## src/rtl/ftk_burst_tx_pkg.sv

```systemverilog
// Shared token types and FSM state encoding for the burst transmitter.
package ftk_burst_tx_pkg;

  localparam int DATA_W = 8;

  typedef struct packed {
    logic              v;
    logic [DATA_W-1:0] d;
  } FTk_t;

  // n is Nack; t/v/c are carried back to the producer untouched.
  typedef struct packed {
    logic n;
    logic t;
    logic v;
    logic c;
  } BTk_t;

  typedef enum logic [1:0] {
    IDLE = 2'd0,
    SEND = 2'd1,
    HOLD = 2'd2,
    DONE = 2'd3
  } state_t;

endpackage

```

## src/rtl/ftk_burst_tx_ring.sv

```systemverilog
// Staging ring: power-of-two FIFO with a combinational head and an occupancy count.
import ftk_burst_tx_pkg::*;

module ftk_burst_tx_ring #(
  parameter int  DEPTH_BUFF = 8,
  parameter type TYPE_FWRD  = FTk_t
) (
  input  logic                        clock,
  input  logic                        reset,
  input  logic                        We,
  input  logic                        Re,
  input  TYPE_FWRD                    I_FTk,
  output TYPE_FWRD                    O_FTk,
  output logic                        O_Full,
  output logic                        O_Empty,
  output logic [$clog2(DEPTH_BUFF):0] O_Num
);

  localparam int AW = $clog2(DEPTH_BUFF);
  localparam logic [AW:0]   NUM_ONE  = (AW+1)'(1);
  localparam logic [AW-1:0] PTR_ONE  = AW'(1);
  localparam logic [AW:0]   NUM_FULL = (AW+1)'(DEPTH_BUFF);

  TYPE_FWRD      mem [DEPTH_BUFF];
  logic [AW-1:0] wr_ptr;
  logic [AW-1:0] rd_ptr;
  logic          push;
  logic          pop;

  assign O_Full  = (O_Num == NUM_FULL);
  assign O_Empty = (O_Num == '0);
  assign push    = We & ~O_Full;
  assign pop     = Re & ~O_Empty;
  assign O_FTk   = mem[rd_ptr];

  // Storage carries no reset; only pointers and count define validity.
  always_ff @(posedge clock) begin
    if (push) mem[wr_ptr] <= I_FTk;
  end

  always_ff @(posedge clock or posedge reset) begin
    if (reset) begin
      wr_ptr <= '0;
      rd_ptr <= '0;
      O_Num  <= '0;
    end else begin
      if (push) wr_ptr <= wr_ptr + PTR_ONE;
      if (pop)  rd_ptr <= rd_ptr + PTR_ONE;
      case ({push, pop})
        2'b10:   O_Num <= O_Num + NUM_ONE;
        2'b01:   O_Num <= O_Num - NUM_ONE;
        default: O_Num <= O_Num;
      endcase
    end
  end

endmodule

```

## src/rtl/ftk_burst_tx.sv

```systemverilog
// Burst transmitter: stages producer tokens and emits a counted burst, stalling on downstream Nack.
import ftk_burst_tx_pkg::*;

module ftk_burst_tx #(
  parameter int  DEPTH_STAGE = 8,
  parameter int  WIDTH_LEN   = 16,
  parameter int  RESUME_CYC  = 3,
  parameter type TYPE_FWRD   = FTk_t
) (
  input  logic                 clock,
  input  logic                 reset,
  input  logic                 I_Start,
  input  logic [WIDTH_LEN-1:0] I_Len,
  input  TYPE_FWRD             I_FTk,
  output BTk_t                 O_BTk,
  output TYPE_FWRD             O_FTk,
  input  BTk_t                 I_BTk,
  output logic                 O_Busy,
  output logic                 O_Done,
  output logic                 O_Ovf
);

  localparam int CW = $clog2(DEPTH_STAGE) + 1;
  localparam int HW = $clog2(RESUME_CYC + 1);
  localparam logic [CW-1:0]        AF_SET    = CW'(DEPTH_STAGE - 2);
  localparam logic [CW-1:0]        AF_CLR    = CW'(DEPTH_STAGE / 4);
  localparam logic [HW-1:0]        HOLD_LAST = HW'(RESUME_CYC - 1);
  localparam logic [HW-1:0]        HOLD_ONE  = HW'(1);
  localparam logic [WIDTH_LEN-1:0] REM_ONE   = WIDTH_LEN'(1);

  state_t               state;
  logic [WIDTH_LEN-1:0] rem;
  logic [HW-1:0]        hold_cnt;
  logic                 r_afull;
  logic                 emit;
  logic                 we;
  logic                 full;
  logic                 empty;
  logic [CW-1:0]        num;
  TYPE_FWRD             head;

  ftk_burst_tx_ring #(
    .DEPTH_BUFF (DEPTH_STAGE),
    .TYPE_FWRD  (TYPE_FWRD)
  ) u_ring (
    .clock   (clock),
    .reset   (reset),
    .We      (we),
    .Re      (emit),
    .I_FTk   (I_FTk),
    .O_FTk   (head),
    .O_Full  (full),
    .O_Empty (empty),
    .O_Num   (num)
  );

  assign we   = I_FTk.v & ~full;
  // Emit is gated by the live Nack so a stall never loses a token in flight.
  assign emit = (state == SEND) & ~empty & ~I_BTk.n;

  always_comb begin
    O_FTk = '0;
    if (emit) begin
      O_FTk   = head;
      O_FTk.v = 1'b1;
    end
  end

  always_comb begin
    O_BTk   = I_BTk;
    O_BTk.n = r_afull;
  end

  assign O_Busy = (state != IDLE);
  assign O_Done = (state == DONE);

  always_ff @(posedge clock or posedge reset) begin
    if (reset) begin
      state    <= IDLE;
      rem      <= '0;
      hold_cnt <= '0;
    end else begin
      case (state)
        IDLE: begin
          if (I_Start) begin
            if (I_Len != '0) begin
              rem   <= I_Len;
              state <= SEND;
            end else begin
              state <= DONE;
            end
          end
        end
        SEND: begin
          if (I_BTk.n) begin
            hold_cnt <= '0;
            state    <= HOLD;
          end else if (emit) begin
            rem <= rem - REM_ONE;
            if (rem == REM_ONE) state <= DONE;
          end
        end
        HOLD: begin
          // Any Nack restarts the quiet window the receiver's filter needs.
          if (I_BTk.n) begin
            hold_cnt <= '0;
          end else begin
            hold_cnt <= hold_cnt + HOLD_ONE;
            if (hold_cnt == HOLD_LAST) state <= SEND;
          end
        end
        DONE: state <= IDLE;
        default: state <= IDLE;
      endcase
    end
  end

  // Almost-full has hysteresis between DEPTH-2 and DEPTH/4.
  always_ff @(posedge clock or posedge reset) begin
    if (reset) begin
      r_afull <= 1'b0;
      O_Ovf   <= 1'b0;
    end else begin
      if (num >= AF_SET)      r_afull <= 1'b1;
      else if (num <= AF_CLR) r_afull <= 1'b0;
      if (I_FTk.v & full) O_Ovf <= 1'b1;
    end
  end

endmodule

```

## config.mk

```make
export PLATFORM = sky130hd
export DESIGN_NAME = ftk_burst_tx
export DESIGN_NICKNAME = d
export VERILOG_FILES = /design/src/rtl/ftk_burst_tx_pkg.sv /design/src/rtl/ftk_burst_tx_ring.sv /design/src/rtl/ftk_burst_tx.sv
export SDC_FILE = /design/constraint.sdc
export NUM_CORES = 1
export LEC_CHECK = 0
export CORE_MARGIN = 2
export CORE_UTILIZATION = 45
export DETAILED_ROUTE_END_ITERATION = 8
export PLACE_DENSITY = 0.64
export SETUP_SLACK_MARGIN = 0.4
export SYNTH_ARGS = -nofsm -noshare
export SYNTH_HDL_FRONTEND = slang
export SYNTH_HIERARCHICAL = 1
export SYNTH_SLANG_ARGS = --single-unit
```

## constraint.sdc

```tcl
create_clock -name clock -period 4.65 [get_ports clock]
set_input_delay 1.1625 -clock clock [delete_from_list [all_inputs] [get_ports clock]]
set_output_delay 1.1625 -clock clock [all_outputs]
set_load 0.1 [all_outputs]
```

# [Yosys cells after proc, flatten, opt, wreduce, memory -nomap -nowiden]
# Memory sizes are Yosys's and may differ from the RTL's.
# Index checks and enable logic that the tools add are counted.
# Widths: inputs -> output; s select.
[op_classes] n_addsub=6 order_cmp=2 n_eq_ne=17 muxes=22 bitwise_logic=9 n_reduce_logical=11
[op_table] op="$mux 16" n=4
[op_table] op="$pmux 16 s2" n=1
[op_table] op="$mux 2" n=9
[op_table] op="$eq 16x1->1 const B" n=1
[op_table] op="$reduce_bool 16->1" n=1
[op_table] op="$sub 16x1->16 const B" n=1
[op_table] op="$ne 2x2->1 const B" n=6
[op_table] op="$reduce_and 5->1" n=2
[op_table] op="$reduce_bool 2->1" n=5
[op_table] op="$mux 9" n=1
[op_table] op="$eq 2x2->1 const B" n=4
[op_table] op="$pmux 2 s4" n=1
[op_table] op="$pmux 4 s2" n=1
[op_table] op="$add 3x1->3 const B" n=2
[op_table] op="$and 1x1->1" n=6
[op_table] op="$ne 3x2->1 const B" n=2
[op_table] op="$add 4x1->4 const B" n=1
[op_table] op="$eq 2x1->1 const B" n=2
[op_table] op="$eq 4x4->1 const B" n=1
[op_table] op="$ge 4x3->1 const B" n=1
[op_table] op="$le 4x2->1 const B" n=1
[op_table] op="$logic_not 4->1" n=1
[op_table] op="$mux 1" n=4
[op_table] op="$pmux 2 s2" n=1
[op_table] op="other kinds (6)" n=8
[totals] register_bits=32 mem_bits_rw=72 input_bits=32 wordCells=76 mem_count=1
[memory_table] memory="u_ring.mem" depth=8 word_bits=9 read_ports=1 rd_clocked_by_memory_dff=0 write_ports=1 line="ftk_burst_tx_ring.sv:24" rtl="TYPE_FWRD mem [DEPTH_BUFF];"

# [Longest topological paths before layout]
[depth] ltp_word=7 mapped_depth=10 mapped_depth_nobuf=9

# [Hierarchy]
# The synthesis kept the hierarchy.
[by_module_without_submodules] module="ftk_burst_tx_ring" instances=1 cells_per_inst=172 area_each_um2=3439.5 seq_area_each_um2=2412.3
[by_module_without_submodules] module="ftk_burst_tx" instances=1 cells_per_inst=189 area_each_um2=1696.6 seq_area_each_um2=550.5

# [Worst setup path after synthesis]
# Ideal clock, no wire load.
[synth_path] path_type="input -> output" startpoint="input I_BTk[3] in the netlist's numbering" endpoint="output O_FTk[0] in the netlist's numbering" arrival_ns=2.312 required_time_ns=3.488 slack_ns=1.175 cell_stages=2 path_cell_list="nor3_2 and2_1"
[synth_lines] element="start: declaration" line="ftk_burst_tx.sv:17" rtl="input BTk_t I_BTk,"
[synth_lines] element="end: declaration" line="ftk_burst_tx.sv:16" rtl="output TYPE_FWRD O_FTk,"

==> results.sh <==
export IMPL_powerDensity_mw_per_mm2=622
export IMPL_post_route_period_util=0.802
export IMPL_grt_busiest_layer="met2"
export IMPL_status="complete, no violations"
export IMPL_crit_fanout=10
export IMPL_die_area_mm2=0.0116
export IMPL_arrival_ns=2.56
export IMPL_port_buffers=41
export IMPL_finalPower_mw=3.47
export IMPL_nets=424
export IMPL_start_kind="input pin"
export IMPL_die_width_um=108
export IMPL_cts_tree="built"
export IMPL_grt_met3_usage=0.0351
export IMPL_synth_avg_cell_area_um2=13.8
export IMPL_p_leak_nw=1.98
export IMPL_die_h_um=108
export IMPL_layout_drive_gt1_share=0.162
export IMPL_rows=37
export IMPL_io_pins=48
export IMPL_maxSlewHeadroom=0.349
export IMPL_setup_viol=0
export IMPL_htreeDepth=3
export IMPL_cts_path_max_buffers=2
export IMPL_post_route_util=0.538
export IMPL_place_congestion=0.864
export IMPL_syn_to_final_growth_pct=15.5
export IMPL_drc=0
export IMPL_num_vias=3045
export IMPL_holdWs_ns=0.468
export IMPL_required_ns=3.49
export IMPL_cts_resized=0
export IMPL_netlist_area_mm2=0.00483
export IMPL_numCtsBuffers=9
export IMPL_dp_cells=508
export IMPL_fin_skew_ns=0.0147
export IMPL_ys_warn_count=6
export IMPL_grt_pass1_vias=3038
export IMPL_final_setup_worst_slack_ns=0.923
export IMPL_fin_crit_ns=3.73
export IMPL_ir_worst_vdd_uv=258
export IMPL_place_area_mm2=0.00539
export IMPL_maxCapViolCount=0
export IMPL_critPathKind="in2out"
export IMPL_cts_sinks=96
export IMPL_track_usage=0.181
export IMPL_grtUsageMet1=0.243
export IMPL_syn_inst=350
export IMPL_hold_viol=0
export IMPL_drv_slew=0
export IMPL_start_util=0.466
export IMPL_fin_cells=524
export IMPL_rsz0062_at_grt="no"
export IMPL_tightest_slew_ns=0.972
export IMPL_diodes=0
export IMPL_pre_cts_ws_ns=0.685
export IMPL_hold_buffers=0
export IMPL_overflow=0
export IMPL_first_pass_iters=4
export IMPL_dp_hpwl_um=6800
export IMPL_cts_post_setup_buffers_inserted=0
export IMPL_globalRouteMet2Util=0.299
export IMPL_clockRootBuffer="clkbuf_8"
export IMPL_syn_nets=391
export IMPL_fmax_mhz=268
export IMPL_routedWlPerCell_um=19.0
export IMPL_clk_latency_ns=0.36
export IMPL_routed_wl_um=9980
export IMPL_endpoint_kind="output pin"
export IMPL_clkTransAtPathRegs_ns=0.10
export IMPL_grt_pass1_wl_um=16000
export IMPL_fp_coreArea_mm2=0.0104
export IMPL_drt_vias_per_instance=5.81
export IMPL_antenna_left=0
export IMPL_final_setup_tns_ns=0
export IMPL_fillCellCount=892
export IMPL_antenna_found_initial=0
export IMPL_post_route_cell_area_mm2=0.00558
export IMPL_drtIter0Drc=193
export IMPL_hold_path_class="reg2reg"
export IMPL_grt_max_degree=32
==> final timing paths <==
path	start	to	slack [ns]	cells after the start
hold reg to reg	O_Ovf	O_Ovf	0.47	1
min in group asynchronous	reset	u_ring/O_Num[2]	1.14	2
hold / removal	O_Ovf	O_Ovf	0.47	1
max in group asynchronous	reset	rem[10]	2.73	2
setup reg to reg	u_ring/O_Num[0]	u_ring/O_Num[3]	1.42	10
setup / recovery	I_BTk[3]	O_FTk[6]	0.92	5
==> sequential cells by signal (all words and copies together), names as in the netlist <==
name and cells:
state 2, u_ring/rd_ptr 3, r_afull 1, O_Ovf 1
u_ring/wr_ptr 3, u_ring/O_Num 4, hold_cnt 2, u_ring/mem 64
rem 16
==> final cells by class <==
class,instances,area (µm²),area share
tap,136,170,0.0305
inverter,16,60.1,0.0108
multi-input combinational,213,1890,0.339
clock inverter,7,68.8,0.0123
sequential,96,2720,0.488
timing repair buffer,47,546,0.0977
clock buffer,9,124,0.0222
==> where the power goes <==
group,switching [mW],internal (mW),leakage (nW)
sequential,0.261,1.14,0.969
clock,0.323,0.211,0.0937
combinational,0.862,0.674,0.917
==> cells in the final DEF (no fill, tap or decap), types with 6 or more instances in the layout <==
master,instances
dfrtp_1,32
o21ai_0,6
edfxtp_1,64
nand3_1,10
mux2_4,8
inv_1,16
clkdlybuf4s50_1,32
nor2_1,15
a21oi_1,10
mux4_1,8
clkbuf_8,9
nand2_1,13
o2bb2ai_1,6
ha_1,8
and2_1,9
nor4_1,8
buf_12,9
o211ai_1,7
buf_4,6
mux4_2,8
==> worst max-delay path, cell delays in order <==
cell	delay, ns
clkdlybuf4s50_1	0.52
nor3_2	0.24
buf_4	0.24
and2_1	0.21
buf_12	0.19
==> routing by layer <==
metal,share of wire,vias up
li1,-,1442
met1,0.45,1528
met2,0.50,67
met3,0.045,8
met4,0.010,0
met5,0,-
No activity file was read; power rests on OpenSTA's default activity.
==> RTL change: new RTL, same settings <==
Reset style: synchronous (`reset`), changed in 3 clocked blocks.
--- a/src/rtl/ftk_burst_tx_ring.sv
+++ b/src/rtl/ftk_burst_tx_ring.sv
@@ -38,7 +38,7 @@
     if (push) mem[wr_ptr] <= I_FTk;
   end
 
-  always_ff @(posedge clock or posedge reset) begin
+  always_ff @(posedge clock) begin
     if (reset) begin
       wr_ptr <= '0;
       rd_ptr <= '0;
--- a/src/rtl/ftk_burst_tx.sv
+++ b/src/rtl/ftk_burst_tx.sv
@@ -74,7 +74,7 @@
   assign O_Busy = (state != IDLE);
   assign O_Done = (state == DONE);
 
-  always_ff @(posedge clock or posedge reset) begin
+  always_ff @(posedge clock) begin
     if (reset) begin
       state    <= IDLE;
       rem      <= '0;
@@ -116,7 +116,7 @@
   end
 
   // Almost-full has hysteresis between DEPTH-2 and DEPTH/4.
-  always_ff @(posedge clock or posedge reset) begin
+  always_ff @(posedge clock) begin
     if (reset) begin
       r_afull <= 1'b0;
       O_Ovf   <= 1'b0;
Formal check against the unedited RTL: differs if reset is asserted again (counterexample within 4 cycles, from zero or initial values and one cycle with reset high); with reset held inactive, the same outputs for 4 cycles.
==> RTL change against the unedited design <==
- wire length is 5.6% lower
- sequential cell count up 3
- worst setup slack lost 0.064 ns
- synthesized area shrank 2.1%
- cell area shrank 1.8%
- critical path depth decreased by 1
- count of clock-buffer cells in the layout is 1 higher
- sequential share of layout area fell by 0.95 points
- critical path type is now flip-flop to primary output
- highest routed layer unchanged
Power is not compared: it rests on default switching activity, and its combinational part moved more than twofold at a synthesized area within 25%.
==> RTL change: results (changes against the unedited design) <==
| Metric | Value |
|---|---|
| CTS Buf Count | `9 (unchanged)` |
| M1 GR Usage | `23.9% (was 24.3%)` |
| Combinational Power | `a little under 0.0003 W` |
| Insertion delay to the later sink of the worst-skew pair | `0.36 ns (about the same)` |
| 1st-pass router iterations | `4 (unchanged)` |
| Post-CTS sizing | `0 (unchanged)` |
| Ys Warns | `6 (unchanged)` |
| Critical path's slowest cell | `dfxtp_1 (was clkdlybuf4s50_1)` |
| Pin count of the biggest net entering global routing | `40 (was 32)` |
| Hold/Removal Path Class | `flip-flop to flip-flop (unchanged)` |
| Port Buffers | `41 (unchanged)` |
| H-Tree Level Count | `3 (unchanged)` |
| Met3 usage | `4.66% (was 3.51%)` |
| CP arrival | `2.63 ns (was 2.56 ns)` |
| Layout cells sized above 1 | `16.0% (was 16.2%)` |
| First-pass GRT wire length | `15.3 mm (was 16.0 mm)` |
| Top Registers | `u_ring/mem: 64 flops, rem: 16 flops, u_ring/O_Num: 4 flops (unchanged)` |
| Detailed Route Iter0 Violations | `134 (was 193)` |
| Worst Max-Slew Pin Slew | `0.999 ns (was 0.972 ns)` |
| Post-Route Skew | `0.0146 ns (was 0.0147 ns)` |
| Vias in the first global route | `2978 (was 3038)` |
| Cell Int Power | `about 0.0013 W` |
| Root buffer cell | `clkbuf_8 (unchanged)` |
| Metal3 WL | `407 um (was 453 um)` |
| Total Nets Final | `453 (was 424)` |
| Vias per cell | `5.49 (was 5.81)` |
| WL met2 | `4.59 mm (was 4.97 mm)` |
| DR top layer | `met4 (unchanged)` |
| Filler cells | `896 (was 892)` |
| CP top delay family | `multiplexers (was buffers and inverters)` |
| CP peak stage delay | `0.95 ns (was 0.52 ns)` |
| CTS max path bufs | `2 (unchanged)` |
| Postcts setup bufs | `0 (unchanged)` |
| Clk slew on worst S/H paths | `0.09 ns` |
| Overall power | `roughly 0.0018 W` |
| Gpl congestion | `0.796 (was 0.864)` |
| HPWL Detailed | `6.24 mm (was 6.80 mm)` |
| Crit path max fanout | `16 (was 10)` |
| Routed len/inst | `17.0 um (was 19.0 um)` |
| Met2 Resource Use GR | `28.5% (was 29.9%)` |
| VDD IR max | `around 0.13 mV` |
| Leak | `roughly 1.9 nW` |
| Initial antenna violation count | `0 (unchanged)` |
| Overall Global Routing Usage | `17.7% (was 18.1%)` |
| Status | `finished, final reports clean (unchanged)` |
| Clock power share | `28.0%` |
| Syn Nets | `415 (was 391)` |
| Wl on met1 | `4.33 mm (was 4.45 mm)` |
| Antenna cells | `0 (unchanged)` |
[RTL change: layout make-up]
type / count / area share [%]
Multi-Input combinational cell: 248 / 35.3
Inverter: 6 / 0.411
Tap cell: 136 / 3.10
Clock inverter: 6 / 0.844
Timing Repair Buffer: 49 / 10.2
Sequential cell: 99 / 47.8
Clock buffer: 10 / 2.33
[RTL change: final timing paths]
check,cells past startpoint,startpoint,end,slack (ns)
min,2,O_Ovf,O_Ovf,0.49
max reg2reg,12,u_ring/O_Num[1],u_ring/O_Num[2],1.76
max,4,flip-flop,O_FTk[3],0.86
min reg2reg,2,O_Ovf,O_Ovf,0.49
[RTL change: stage by stage]
| step | instances | area (um^2) | setup slack [ns] |
|---|---|---|---|
| after floorplan | 375 | 4730 | 1.05 |
| after global placement | 538 | 5310 | 0.876 |
| after detailed placement | 538 | 5310 | 0.805 |
| after CTS | 554 | 5480 | 0.813 |
| after global routing | 554 | 5480 | 0.707 |
| final | 554 | 5480 | 0.858 |
